`config.mk`:
```
export PLATFORM = sky130hd
export DESIGN_NAME = mux_rr_arbiter
export DESIGN_NICKNAME = d
export VERILOG_FILES = /design/src/rtl/mux_rr_arbiter.sv
export SDC_FILE = /design/constraint.sdc
export NUM_CORES = 1
export LEC_CHECK = 0
export BUFFER_PORTS_ARGS = -buffer_cell sky130_fd_sc_hd__buf_4
export CORE_MARGIN = 3
export CORE_UTILIZATION = 45
export DETAILED_ROUTE_END_ITERATION = 16
export PLACE_DENSITY = 0.94
export SYNTH_ARGS = -nofsm -noshare
export SYNTH_HDL_FRONTEND = slang
export SYNTH_SLANG_ARGS = --single-unit
```
`constraint.sdc`:
```
create_clock -name clk -period 4.37 [get_ports clk]
set_input_delay 0.874 -clock clk [delete_from_list [all_inputs] [get_ports clk]]
set_output_delay 0.874 -clock clk [all_outputs]
set_load 0.05 [all_outputs]
```
`src/rtl/mux_rr_arbiter.sv`:
```
// mux_rr_arbiter: two-requester round-robin packet arbiter driving a 2:1 beat mux
module mux_rr_arbiter #(
    parameter int WIDTH     = 16,
    parameter int MAX_BEATS = 8
) (
    input  logic             clk,
    input  logic             rst,
    input  logic             valid_a,
    input  logic             valid_b,
    input  logic [WIDTH-1:0] data_a,
    input  logic [WIDTH-1:0] data_b,
    input  logic             last_a,
    input  logic             last_b,
    output logic             ready_a,
    output logic             ready_b,
    output logic             out_valid,
    output logic [WIDTH-1:0] out_data,
    output logic             out_last,
    input  logic             out_ready,
    output logic             sel,
    output logic             grant_a,
    output logic             grant_b
);
    typedef enum logic [1:0] {IDLE = 2'd0, GNT_A = 2'd1, GNT_B = 2'd2} state_t;
    localparam logic [7:0] LAST_BEAT = 8'(MAX_BEATS - 1);
    state_t     r_state;
    logic       r_prio;
    logic       r_sel;
    logic [7:0] r_cnt;
    logic       w_gnt_a;
    logic       w_gnt_b;
    logic       w_valid;
    logic       w_last;
    logic       w_xfer;
    logic       w_rel;
    assign w_gnt_a   = r_state == GNT_A;
    assign w_gnt_b   = r_state == GNT_B;
    assign w_valid   = w_gnt_a ? valid_a : w_gnt_b ? valid_b : 1'b0;
    assign w_last    = w_gnt_a ? last_a : w_gnt_b ? last_b : 1'b0;
    // reset suppresses the handshake so an aborted beat is never seen as accepted
    assign w_xfer    = w_valid & out_ready & ~rst;
    assign w_rel     = w_xfer & (w_last | (r_cnt == LAST_BEAT));
    assign out_valid = w_valid & ~rst;
    assign out_data  = w_gnt_a ? data_a : w_gnt_b ? data_b : '0;
    assign out_last  = w_last;
    assign ready_a   = w_gnt_a & out_ready & ~rst;
    assign ready_b   = w_gnt_b & out_ready & ~rst;
    assign sel       = r_sel;
    assign grant_a   = w_gnt_a;
    assign grant_b   = w_gnt_b;
    // arbitration FSM: grant from IDLE by priority, count beats, release back through IDLE
    always_ff @(posedge clk) begin
        if (rst) begin
            r_state <= IDLE;
            r_prio  <= 1'b0;
            r_cnt   <= 8'd0;
            r_sel   <= 1'b0;
        end else begin
            case (r_state)
                IDLE: begin
                    if (valid_a && (!valid_b || !r_prio)) begin
                        r_state <= GNT_A;
                        r_sel   <= 1'b0;
                    end else if (valid_b) begin
                        r_state <= GNT_B;
                        r_sel   <= 1'b1;
                    end
                end
                GNT_A, GNT_B: begin
                    if (w_rel) begin
                        r_state <= IDLE;
                        r_cnt   <= 8'd0;
                        r_prio  <= w_gnt_a;
                    end else if (w_xfer) begin
                        r_cnt   <= r_cnt + 8'd1;
                    end
                end
                default: r_state <= IDLE;
            endcase
        end
    end
endmodule

```
==> Word level (Yosys, flattened, before mapping) <==
Cells that the tools add are included.
{ "totals": {"out_inout_bits": 23, "ff_bits": 12} }
{ "op_classes": {"n_reduce_logical": 12, "bitwise": 10, "n_eq_ne": 5, "mux": 14, "addsub": 1} }
{ "ops": {"columns": ["operator", "n"], "rows": [
  ["$mux 16", 2],
  ["$mux 8", 2],
  ["$add 8x1->8 const B", 1],
  ["$and 1x1->1", 8],
  ["$eq 8x3->1 const B", 1],
  ["$reduce_and 2->1", 4],
  ["$mux 1", 6],
  ["$mux 2", 3],
  ["$pmux 2 s2", 1],
  ["$reduce_bool 2->1", 2],
  ["$ne 3x3->1 const B", 1],
  ["$eq 2x1->1 const B", 1],
  ["$eq 2x2->1 const B", 1],
  ["$logic_not 1->1", 2],
  ["$logic_not 2->1", 1],
  ["$ne 2x2->1 const B", 1],
  ["$reduce_or 2->1", 1],
  ["$logic_and 1x1->1", 1],
  ["$logic_or 1x1->1", 1],
  ["$not 1->1", 1],
  ["$or 1x1->1", 1]
]} }

==> Logic depth before layout (Yosys ltp) <==
Gate-level depths: netlist of the first run.
{ "depth": {"depth_word": 8, "depth_mapped": 9} }

==> Worst setup path after synthesis of the first run <==
No wires, ideal clock.
{ "synth_path": {"kind": "register -> output", "from": "register r_state[0]", "to": "output port out_data[10]", "arrival_ns": 2.477, "stages_incl_launch_ff": 7, "setup_slack_ns": 1.019, "path_cell_list": "dfxtp_1 -> inv_1 -> ha_1 -> buf_6 -> clkbuf_1 -> nand2_1 -> o21ai_0"} }
{ "synth_between": {"elab_chain_cells": 3, "word_cells_on_any_way": 4} }
{ "synth_lines": {"columns": ["item", "line", "source"], "rows": [
  ["start: declaration", "26", "state_t r_state;"],
  ["start signal: assignment", "54", "r_state <= IDLE;"],
  ["start signal: assignment", "62", "r_state <= GNT_A;"],
  ["start signal: assignment", "65", "r_state <= GNT_B;"],
  ["$eq 2x2->1", "37", "assign w_gnt_b = r_state == GNT_B;"],
  ["named net grant_b", "22", "output logic grant_b"],
  ["$mux 16 (2 in a row)", "44", "assign out_data = w_gnt_a ? data_a : w_gnt_b ? data_b : '0;"],
  ["end: declaration", "17", "output logic [WIDTH-1:0] out_data,"]
]} }
The timed path passes the listed nets, and every way through them passes these cells.

==> Final worst setup path of the first run <==
{ "layout_path": {"from": "register r_state[0]", "to": "output port out_valid"} }
{ "layout_between": {"elab_chain_cells": 4, "word_cells_on_any_way": 5} }
{ "layout_lines": {"columns": ["item", "line", "source"], "rows": [
  ["$eq 2x2->1", "37", null],
  ["$mux 1", "38", "assign w_valid = w_gnt_a ? valid_a : w_gnt_b ? valid_b : 1'b0;"],
  ["$mux 1 *", "38", null],
  ["$and 1x1->1 *", "43", "assign out_valid = w_valid & ~rst;"],
  ["end: declaration", "16", "output logic out_valid,"]
]} }
Mark *: on every way between the ends. The rest lies on a longest branch, timed or not.

==> metrics, run 1 <==
CP startpoint kind flop; RSZ-0062 raised after global routing false; slowest stage delay, CP between 0.5 and 0.6 ns; reg2reg start r_state[0]; Slew Limit Fails 0; Std-Cell Core Area ~2000 µm²; Slowest-stage cell, CP ha_1; Post-synth EDFFs 0; maxcap violations 0; synth cell count leaders nand2_1, o21ai_0, dfxtp_1, nor2_1; pin count of the biggest net entering global routing 40; Synth cell types 35; crit share post-route between 60% and 70%; top-area cell type share of the netlist area around 25%; syn_area_per_cell ~7.2 µm²; die area roughly 2700 µm²; clk_skew 0.00306 ns; clock root buffer clkbuf_4; fillers 152; area grow syn2layout 48.5%; die width between 50 and 60 µm; initial DRC count 31; Synth Cell Area 970 µm²; top cells by area, synth dfxtp_1, nand2_1, o21ai_0; Tot GR Track Use between 20% and 30%; post-route minimum period ~2.8 ns; first-pass GRT wire length ~4.3 mm; Diodes inserted 0; vias per std cell 5.15; Leak between 0.6 and 0.7 nW; post-layout util roughly 72%; Hold Crit Endpoint r_cnt[1]; Synth Net Count ~180; Clock Tree Buf Depth 2; most numerous cell in the Yosys netlist nand2_1; vias in the first global route about 1,000; IO Port Bufs between 60 and 70; leading area contributor after synthesis dfxtp_1; layout cells sized above 1 39.6%; CTS tree yes; cell count after synthesis between 100 and 150; Critical R2R Capture r_cnt[7]; status complete, no violations; R2R Setup Slk ~2.2 ns; maximum vdd ir drop 0.000372 V; DRC violations left 0; Seq/Total Area, Yosys roughly 25%; postcts setup bufs 0; Max FO, Critical Path 20; critical path data required time roughly 3.5 ns; worst hold-check slack about 0.51 ns; CP most frequent cell nor2_1; Final setup viols 0; antenna-violating nets left 0; Crit. End Element output pin; worst path cell trace inv_1, ha_1, and3b_2, nor2_1, nor2_1, buf_4; Slew HR between 50 and 60%; WP data arrival between 1.5 and 2 ns; Synth Warn # 0; drt total wl roughly 2.8 mm; Yosys reg bits 12; Total Nets Final 236; Pre-antenna DRT Iters 4; actual slew at the worst max-slew pin about 0.63 ns; hold path depth 2; kind of critical path flop to output pin; Primary FF master, synth dfxtp_1; H-tree level count 1; Die H around 52 µm; routed via count 1,128; Hold Crit Class flop to flop; IO Pins 62; ys async rst share 0%; Final Hold Fails 0; Hold Buf Count CTS 0; global placer's final weighted congestion ~0.87; clk slew on worst S/H paths around 0.08 ns; Worst-Skew Late Latency ~0.27 ns; Sink Count 12; # resized after CTS 0; antenna violations before repair 0; TritonCTS buffer count 3; Routed WL per cell around 13 µm; hold_sp r_cnt[1]; Final TNS setup 0 ns; Initial Util between 40% and 50%; gr ovfl total 0; f_max approximately 360 MHz; cell count of the worst reg-to-reg path 7; Power Density 463 nW/µm²; dpl hpwl between 2 and 2.5 mm; FP Rows 16
==> worst max path at each step <==
stage | startpoint | endpoint | slack (ns) | depth (start not counted)
floorplan | r_state[0] | out_data[10] | 1.02 | 6
global placement | rst | ready_b | 1.89 | 4
detailed placement | r_state[0] | out_valid | 1.84 | 6
CTS | r_state[0] | out_valid | 1.52 | 6
global route | r_state[0] | out_valid | 1.32 | 6
finish | r_state[0] | out_valid | 1.56 | 6
==> cells in the final DEF, fill, tap and decap left out, drive strengths merged, types with 4 or more instances in the layout <==
cell,netlist,final
clkbuf,3,4
nand2,37,37
a21oi,5,5
nand4,5,5
dfxtp,12,12
ha,4,4
buf,6,62
xor2,5,5
nor2,11,11
o21ai,19,19
inv,4,4
==> critical path: cells and delay by family (launching register included) <==
kind | cells | cell delay [ns]
adder cells (fa/ha/maj) | 1 | 0.56
buffers and inverters | 2 | 0.28
flip-flops | 1 | 0.33
AND/OR/NAND/NOR | 3 | 0.48
==> cells by family after synthesis <==
logic type | Yosys count | synth area share, %
flip-flops | 12 | 24.8
adder cells (fa/ha/maj) | 4 | 5.16
multiplexers | 1 | 1.03
buffers and inverters | 13 | 8.26
AO/OA/AOI/OAI | 29 | 19.9
XOR/XNOR | 7 | 6.32
AND/OR/NAND/NOR | 69 | 34.6
==> where the power goes <==
group	internal (W)	switching (W)
Sequential	0.000117	0.00000504
Combinational	0.000139	0.000317
Clock	0.0000506	0.0000388
Total	0.000306	0.000361
==> through the flow <==
step	instance area (µm²)	cells	total power (W)	setup WS [ns]
6_report	1440	219	0.000667	1.56
5_1_grt	1440	219	0.000704	1.32
4_1_cts	1440	219	0.000670	1.52
3_5_place_dp	1400	215	0.000581	1.84
3_3_place_gp	1400	215	0.000569	1.89
2_1_floorplan	970	135	0.000458	1.02
==> area by class of cell <==
class	instances	area [µm²]	area share (%)
clock buffer	4	36.3	2.52
inverter	4	15.0	1.04
multi-input combinational	110	649	45.1
sequential	12	240	16.7
tap	27	33.8	2.35
timing repair buffer	62	465	32.3
==> flip-flops by register name, summed over array words and instances, names as in the netlist <==
register / cells
r_prio: 1
sel: 1
r_cnt: 8
r_state: 2
==> metal layers <==
metal	track usage [%]	wire (µm)
met4	3.83	9
met3	5.13	297
met2	39.3	1360
met5	0	0
met1	22.3	1100
Power figures use the tool's default switching activity.
==> run 2: changes to the inputs <==
CORE_UTILIZATION = 42   (was 45)
PLACE_DENSITY = 0.89   (was 0.94)
clock period = 2.8 ns   (was 4.37 ns; I/O delays follow)
==> run 2 against run 1 <==
Compared with the run above:
- largest power group unchanged
- largest cell class unchanged
- register-to-register slack lost 1.4 ns
- clock skew grew 0.0050 ns
- cell count grew 0.46%
- highest routed layer unchanged
==> metrics, run 2 (synthesis results as in run 1) <==
Area after DPL 1410 µm² (was 1400 µm²); routed via count 1,159 (was 1,128); Slew HR 73.2% (was 58.0%); kind of critical path flop to output pin (unchanged); FP Rows 16 (unchanged); Final TNS setup 0 ns (unchanged); status complete, no violations (unchanged); first-pass GRT wire length 4.39 mm (was 4.33 mm); Slew Limit Fails 0 (unchanged); Crit. End Element output pin (unchanged); global placer's final weighted congestion 0.794 (was 0.871); Max FO, Critical Path 29 (was 20); maximum vdd ir drop 0.000554 V (was 0.000372 V); postcts setup bufs 0 (unchanged); Final setup viols 0 (unchanged); Final Instance Area 1450 µm² (was 1440 µm²); clk_skew 0.00810 ns (was 0.00306 ns); fillers 169 (was 152); H-tree level count 1 (unchanged); CP startpoint kind flop (unchanged); clock root buffer clkbuf_4 (unchanged); critical path data required time 2.24 ns (was 3.50 ns); Tot GR Track Use 20.5% (about the same); Routed WL per cell 13.5 µm (was 12.6 µm); Diodes inserted 0 (unchanged); Critical R2R Capture r_cnt[2] (was r_cnt[7]); Hold Crit Class input pin to flop (was flop to flop); drt total wl 2.97 mm (was 2.76 mm); Die H 54.1 µm (was 52.4 µm); hold_sp valid_a (was r_cnt[1]); most frequent cells in the layout buf_4, nand2_1, dfxtp_1 (was buf_4, nand2_1, o21ai_0); actual slew at the worst max-slew pin 0.402 ns (was 0.630 ns); antenna-violating nets left 0 (unchanged); TritonCTS buffer count 3 (unchanged); f_max 414 MHz; gr ovfl total 0 (unchanged); crit share post-route a little under nine tenths; initial DRC count 10 (was 31); Sink Count 12 (unchanged); pin count of the biggest net entering global routing 30 (was 40); Clock Tree Buf Depth 2 (unchanged); Worst-Skew Late Latency 0.28 ns (was 0.27 ns); Power Density 733 nW/µm² (was 463 nW/µm²); Hold Crit Endpoint sel (was r_cnt[1]); Hold Buf Count CTS 0 (unchanged); clk slew on worst S/H paths 0.07 ns (was 0.08 ns); DRC violations left 0 (unchanged); Initial Util 47.0% (was 48.4%); layout cells sized above 1 39.9% (was 39.6%); die width 54.1 µm (was 52.4 µm); Leak 0.685 nW (was 0.677 nW); dpl hpwl 2.39 mm (was 2.18 mm); R2R Setup Slk 0.77 ns (was 2.19 ns); hold path depth 2 (unchanged); # resized after CTS 0 (unchanged); commonest non-fill, non-tap cell in the layout buf_4 (unchanged); Tot Pwr 0.00106 W (was 0.000667 W); vias per std cell 5.27 (was 5.15); WP data arrival 1.86 ns (was 1.94 ns); Largest register FFs 8 (unchanged); vias in the first global route 1,074 (was 1,041); Total Nets Final 237 (was 236); cell count of the worst reg-to-reg path 7 (unchanged); die area 2920 µm² (was 2750 µm²); IO Pins 62 (unchanged); maxcap violations 0 (unchanged); area grow syn2layout 49.3% (was 48.5%); Biggest register r_cnt (unchanged); IO Port Bufs 61 (unchanged); post-route minimum period between 2 and 2.5 ns; RSZ-0062 raised after global routing false (unchanged); reg2reg start r_state[1] (was r_state[0]); CTS tree yes (unchanged); Std-Cell Core Area 2060 µm² (was 2000 µm²); Final Hold Fails 0 (unchanged); biggest regs r_cnt: 8 flops, r_state: 2 flops (unchanged); antenna violations before repair 0 (unchanged); Pre-antenna DRT Iters 4 (unchanged)
[run 2: changes by cell type in the layout (fill, tap and decap cells not counted), sizes merged]
cell	before	now
buf	62	63
[run 2: layer usage]
layer  part of all wire (%)  global-route usage [%]
met1                     39                    20.1
met2                     48                    38.7
met3                     11                    7.48
met4                    1.7                    7.47
met5                      0                       0
[run 2: metrics by stage]
| stage | utilization (%) | hold WS, ns | setup WS, ns | std cells |
|---|---|---|---|---|
| after floorplan | - | 0.460 | -0.0445 | 135 |
| after global placement | 68.4 | 0.491 | 0.817 | 216 |
| after detailed placement | 68.4 | 0.498 | 0.691 | 216 |
| after CTS | 70.2 | 0.504 | 0.387 | 220 |
| after global routing | 70.2 | 0.496 | 0.241 | 220 |
| final | 70.2 | 0.506 | 0.383 | 220 |
[run 2: layout make-up]
cell class                      instances  area (µm²)  area share [%]
Multi-Input combinational cell        110         649            44.9
Timing Repair Buffer                   63         473            32.7
Sequential cell                        12         240            16.6
Clock buffer                            4        36.3            2.51
Tap cell                               27        33.8            2.33
Inverter                                4        15.0            1.04
[run 2: critical path, cell delays in order, from the launching register on]
cell and delay [ns]:
dfxtp_1 0.32, inv_1 0.12, ha_1 0.38, buf_4 0.34, nand2_1 0.10, o21ai_0 0.09
buf_4 0.22
[run 2: where the power goes]
group          internal, W  switching, W  leakage [nW]
Sequential        0.000182    0.00000838        0.0972
Combinational     0.000226      0.000505         0.567
Clock            0.0000792     0.0000599        0.0210
Total             0.000487      0.000574         0.685
[run 2: worst max-delay path by stage]
stage               startpoint      endpoint  slack, ns  cells past startpoint
global route        r_state[1]   out_data[5]       0.24                      6
global placement    r_state[1]   out_data[8]       0.82                      6
CTS                 r_state[1]  out_data[15]       0.39                      6
floorplan           r_state[1]   out_data[2]      -0.04                      5
finish              r_state[1]  out_data[15]       0.38                      6
detailed placement  r_state[1]  out_data[15]       0.69                      6
==> run 3: changes to the inputs <==
ABC_AREA = 1   (was default)
CORE_MARGIN = default   (was 3)
CORE_UTILIZATION = 43   (was 42)
PLACE_DENSITY = 0.9   (was 0.89)
==> run 3 against run 2 <==
Compared with the run above:
- cell count increased by 14%
- via count is 0.60% higher
- global-route usage is 2.3 points higher
- combinational power increased by 60%
- routed wire length shrank 6.8%
- clock skew down 0.0053 ns
- synthesized area grew 5.0%
- synthesized cell count increased by 20%
- first-iteration DRC count rose by 50%
- largest power group unchanged
==> metrics, run 3 <==
status complete, no violations (unchanged); clock root buffer clkbuf_4 (unchanged); cell count after synthesis 162 (was 135); Power Density 986 nW/µm² (was 733 nW/µm²); WP data arrival 1.87 ns (was 1.86 ns); Synth cell types 26 (was 35); commonest non-fill, non-tap cell in the layout buf_4 (unchanged); initial DRC count 15 (was 10); first-pass GRT wire length 4.49 mm (was 4.39 mm); Worst Setup SP r_state[0] (was r_state[1]); antenna-violating nets left 0 (unchanged); routed via count 1,166 (was 1,159); Largest register FFs 8 (unchanged); pin count of the biggest net entering global routing 21 (was 30); Area after DPL 1490 µm² (was 1410 µm²); Initial Util 46.0% (was 47.0%); top-area cell type share of the netlist area 23.6% (was 24.8%); Post-synth EDFFs 0 (unchanged); Final setup viols 0 (unchanged); Worst-Skew Late Latency 0.27 ns (was 0.28 ns); Total Nets Final 267 (was 237); die width 50.7 µm (was 54.1 µm); CP startpoint kind flop (unchanged); leading area contributor after synthesis dfxtp_1 (unchanged); synth cell count leaders nand2_1, nand3_1, nor2_1, inv_1, dfxtp_1 (was nand2_1, o21ai_0, dfxtp_1, nor2_1); CTS tree yes (unchanged); Slowest-stage cell, CP ha_1 (unchanged); gr ovfl total 0 (unchanged); TritonCTS buffer count 3 (unchanged); Final TNS setup 0 ns (unchanged); Slew HR 50.3% (was 73.2%); Final Hold Fails 0 (unchanged); vias per std cell 4.65 (was 5.27); actual slew at the worst max-slew pin 0.745 ns (was 0.402 ns); Std-Cell Core Area 2210 µm² (was 2060 µm²); Final Instance Area 1530 µm² (was 1450 µm²); Sink Count 12 (unchanged); Critical path buffers and inverters 3 (unchanged); Leak 0.857 nW (was 0.685 nW); Biggest register r_cnt (unchanged); global placer's final weighted congestion 0.798 (was 0.794); syn_area_per_cell 6.29 µm² (was 7.18 µm²); ys async rst share 0% (unchanged); maxcap violations 0 (unchanged); post-route minimum period 2.43 ns (was 2.42 ns); layout cells sized above 1 37.7% (was 39.9%); hold path depth 2 (unchanged); Synth Warn # 0 (unchanged); metal2 WL 1.49 mm (was 1.43 mm); antenna violations before repair 0 (unchanged); most frequent cells in the layout buf_4, nand2_1, nand3_1 (was buf_4, nand2_1, dfxtp_1); met3 wire length 96 µm (was 331 µm); Seq/Total Area, Yosys 23.6% (was 24.8%); Yosys reg bits 12 (unchanged); Die H 50.7 µm (was 54.1 µm); FP Rows 17 (was 16); critical path data required time 2.24 ns (about the same); Hold Crit Endpoint r_cnt[1] (was sel); drt total wl 2.77 mm (was 2.97 mm); DRC violations left 0 (unchanged); Primary FF master, synth dfxtp_1 (unchanged); area of the multi-input gates 681 µm² (was 649 µm²); Routed WL per cell 11.0 µm (was 13.5 µm); vias in the first global route 1,052 (was 1,074); IO Pins 62 (unchanged); top layer in use met4 (unchanged); hold_sp r_cnt[1] (was valid_a); biggest regs r_cnt: 8 flops, r_state: 2 flops (unchanged); R2R Setup Slk 0.74 ns (was 0.77 ns); slowest stage delay, CP 0.65 ns (was 0.38 ns); maximum vdd ir drop 0.000805 V (was 0.000554 V); RSZ-0062 raised after global routing false (unchanged); Hold Crit Class flop to flop (was input pin to flop); Crit path max-delay family adder cells (was buffers and inverters); cell count of the worst reg-to-reg path 11 (was 7); Pre-antenna DRT Iters 4 (unchanged); Hold Buf Count CTS 0 (unchanged); Storage cell area 240 µm² (unchanged); Crit. End Element output pin (unchanged); f_max 411 MHz (was 414 MHz); reg2reg start r_state[0] (was r_state[1]); dpl hpwl 2.26 mm (was 2.39 mm); clk slew on worst S/H paths 0.07 ns (about the same); Synth Cell Area 1020 µm² (was 970 µm²); Max FO, Critical Path 20 (was 29); Synth Net Count 205 (was 178); kind of critical path flop to output pin (unchanged); Diodes inserted 0 (unchanged); IO Port Bufs 61 (unchanged); top cells by area, synth dfxtp_1, nand2_1, nand3_1 (was dfxtp_1, nand2_1, o21ai_0); # resized after CTS 0 (unchanged); Clock Tree Buf Depth 2 (unchanged); Metal-1 WL 1.16 mm (was 1.15 mm); fillers 195 (was 169); most numerous cell in the Yosys netlist nand2_1 (unchanged); H-tree level count 1 (unchanged); Slew Limit Fails 0 (unchanged); die area 2570 µm² (was 2920 µm²); area grow syn2layout 49.8% (was 49.3%); crit share post-route 86.9% (was 86.3%); Critical R2R Capture r_cnt[6] (was r_cnt[2]); postcts setup bufs 0 (unchanged); clk_skew 0.00283 ns (was 0.00810 ns); worst path cell trace inv_1, ha_1, nand2_4, nand2_4, nand3_4, inv_1, buf_4 (was inv_1, ha_1, buf_4, nand2_1, o21ai_0, buf_4); Tot GR Track Use 22.8% (was 20.5%)
==> run 3: cell count changes in the layout (fill, tap and decap cells not counted), sizes merged, moves of 3 or more <==
cell   before  now
nand4       5    1
nor2       11   19
nand2      37   60
o21ai      19    3
inv         4   17
xor2        5    1
nand3       1   23
nor3        1    5
and2        3    0
==> run 3: kinds of logic after synthesis <==
family,after synthesis,share of synthesized area (%)
and+or+nand+nor,110,54.2
buffers and inverters,23,9.58
AOI/OAI and AO/OA,12,6.88
DFF,12,23.6
adders and majority gates,4,4.91
xor gates and xnor gates,1,0.860
==> run 3: through the flow <==
stage,hold slack [ns],worst slack [ns],utilization (%),total power (W),std cells
3_5_place_dp,0.479,0.658,67.3,0.00137,247
5_1_grt,0.495,0.258,68.9,0.00158,251
4_1_cts,0.490,0.348,68.9,0.00151,251
2_1_floorplan,0.450,0.0525,-,0.00108,162
6_report,0.488,0.366,68.9,0.00150,251
3_3_place_gp,0.473,0.754,67.3,0.00136,247
==> run 3: power breakdown <==
group	total, W	switching, W	leakage [nW]	internal [W]
clock network	0.000135	0.0000557	0.0210	0.0000791
registers	0.000201	0.0000115	0.0972	0.000189
logic	0.00117	0.000831	0.739	0.000338
==> run 3: worst max-delay path by stage <==
stage	cells after the start	slack (ns)	to
floorplan	4	0.05	ready_a
global placement	7	0.75	out_valid
detailed placement	7	0.66	out_valid
CTS	7	0.35	out_valid
global route	7	0.26	out_valid
finish	7	0.37	out_valid
==> run 3: per-layer routing <==
metal | track usage [%] | vias to the layer above
li1 | - | 634
met1 | 26.0 | 496
met2 | 42.7 | 32
met3 | 5.15 | 4
met4 | 4.63 | 0
met5 | 0 | -
==> run 3: tightest hold or removal path: cells and delay by family (launching register included) <==
kind	cells	cell delay (ns)
flip-flops	1	0.32
AND/OR/NAND/NOR	1	0.06
AO/OA/AOI/OAI	1	0.06
==> run 3: final cells by class <==
type	instances	share of cell area (%)
inverters	18	4.43
well taps	28	2.30
flip-flops and latches	12	15.8
multi-input cells	127	44.6
repair buffers	62	30.5
clock buffers	4	2.38
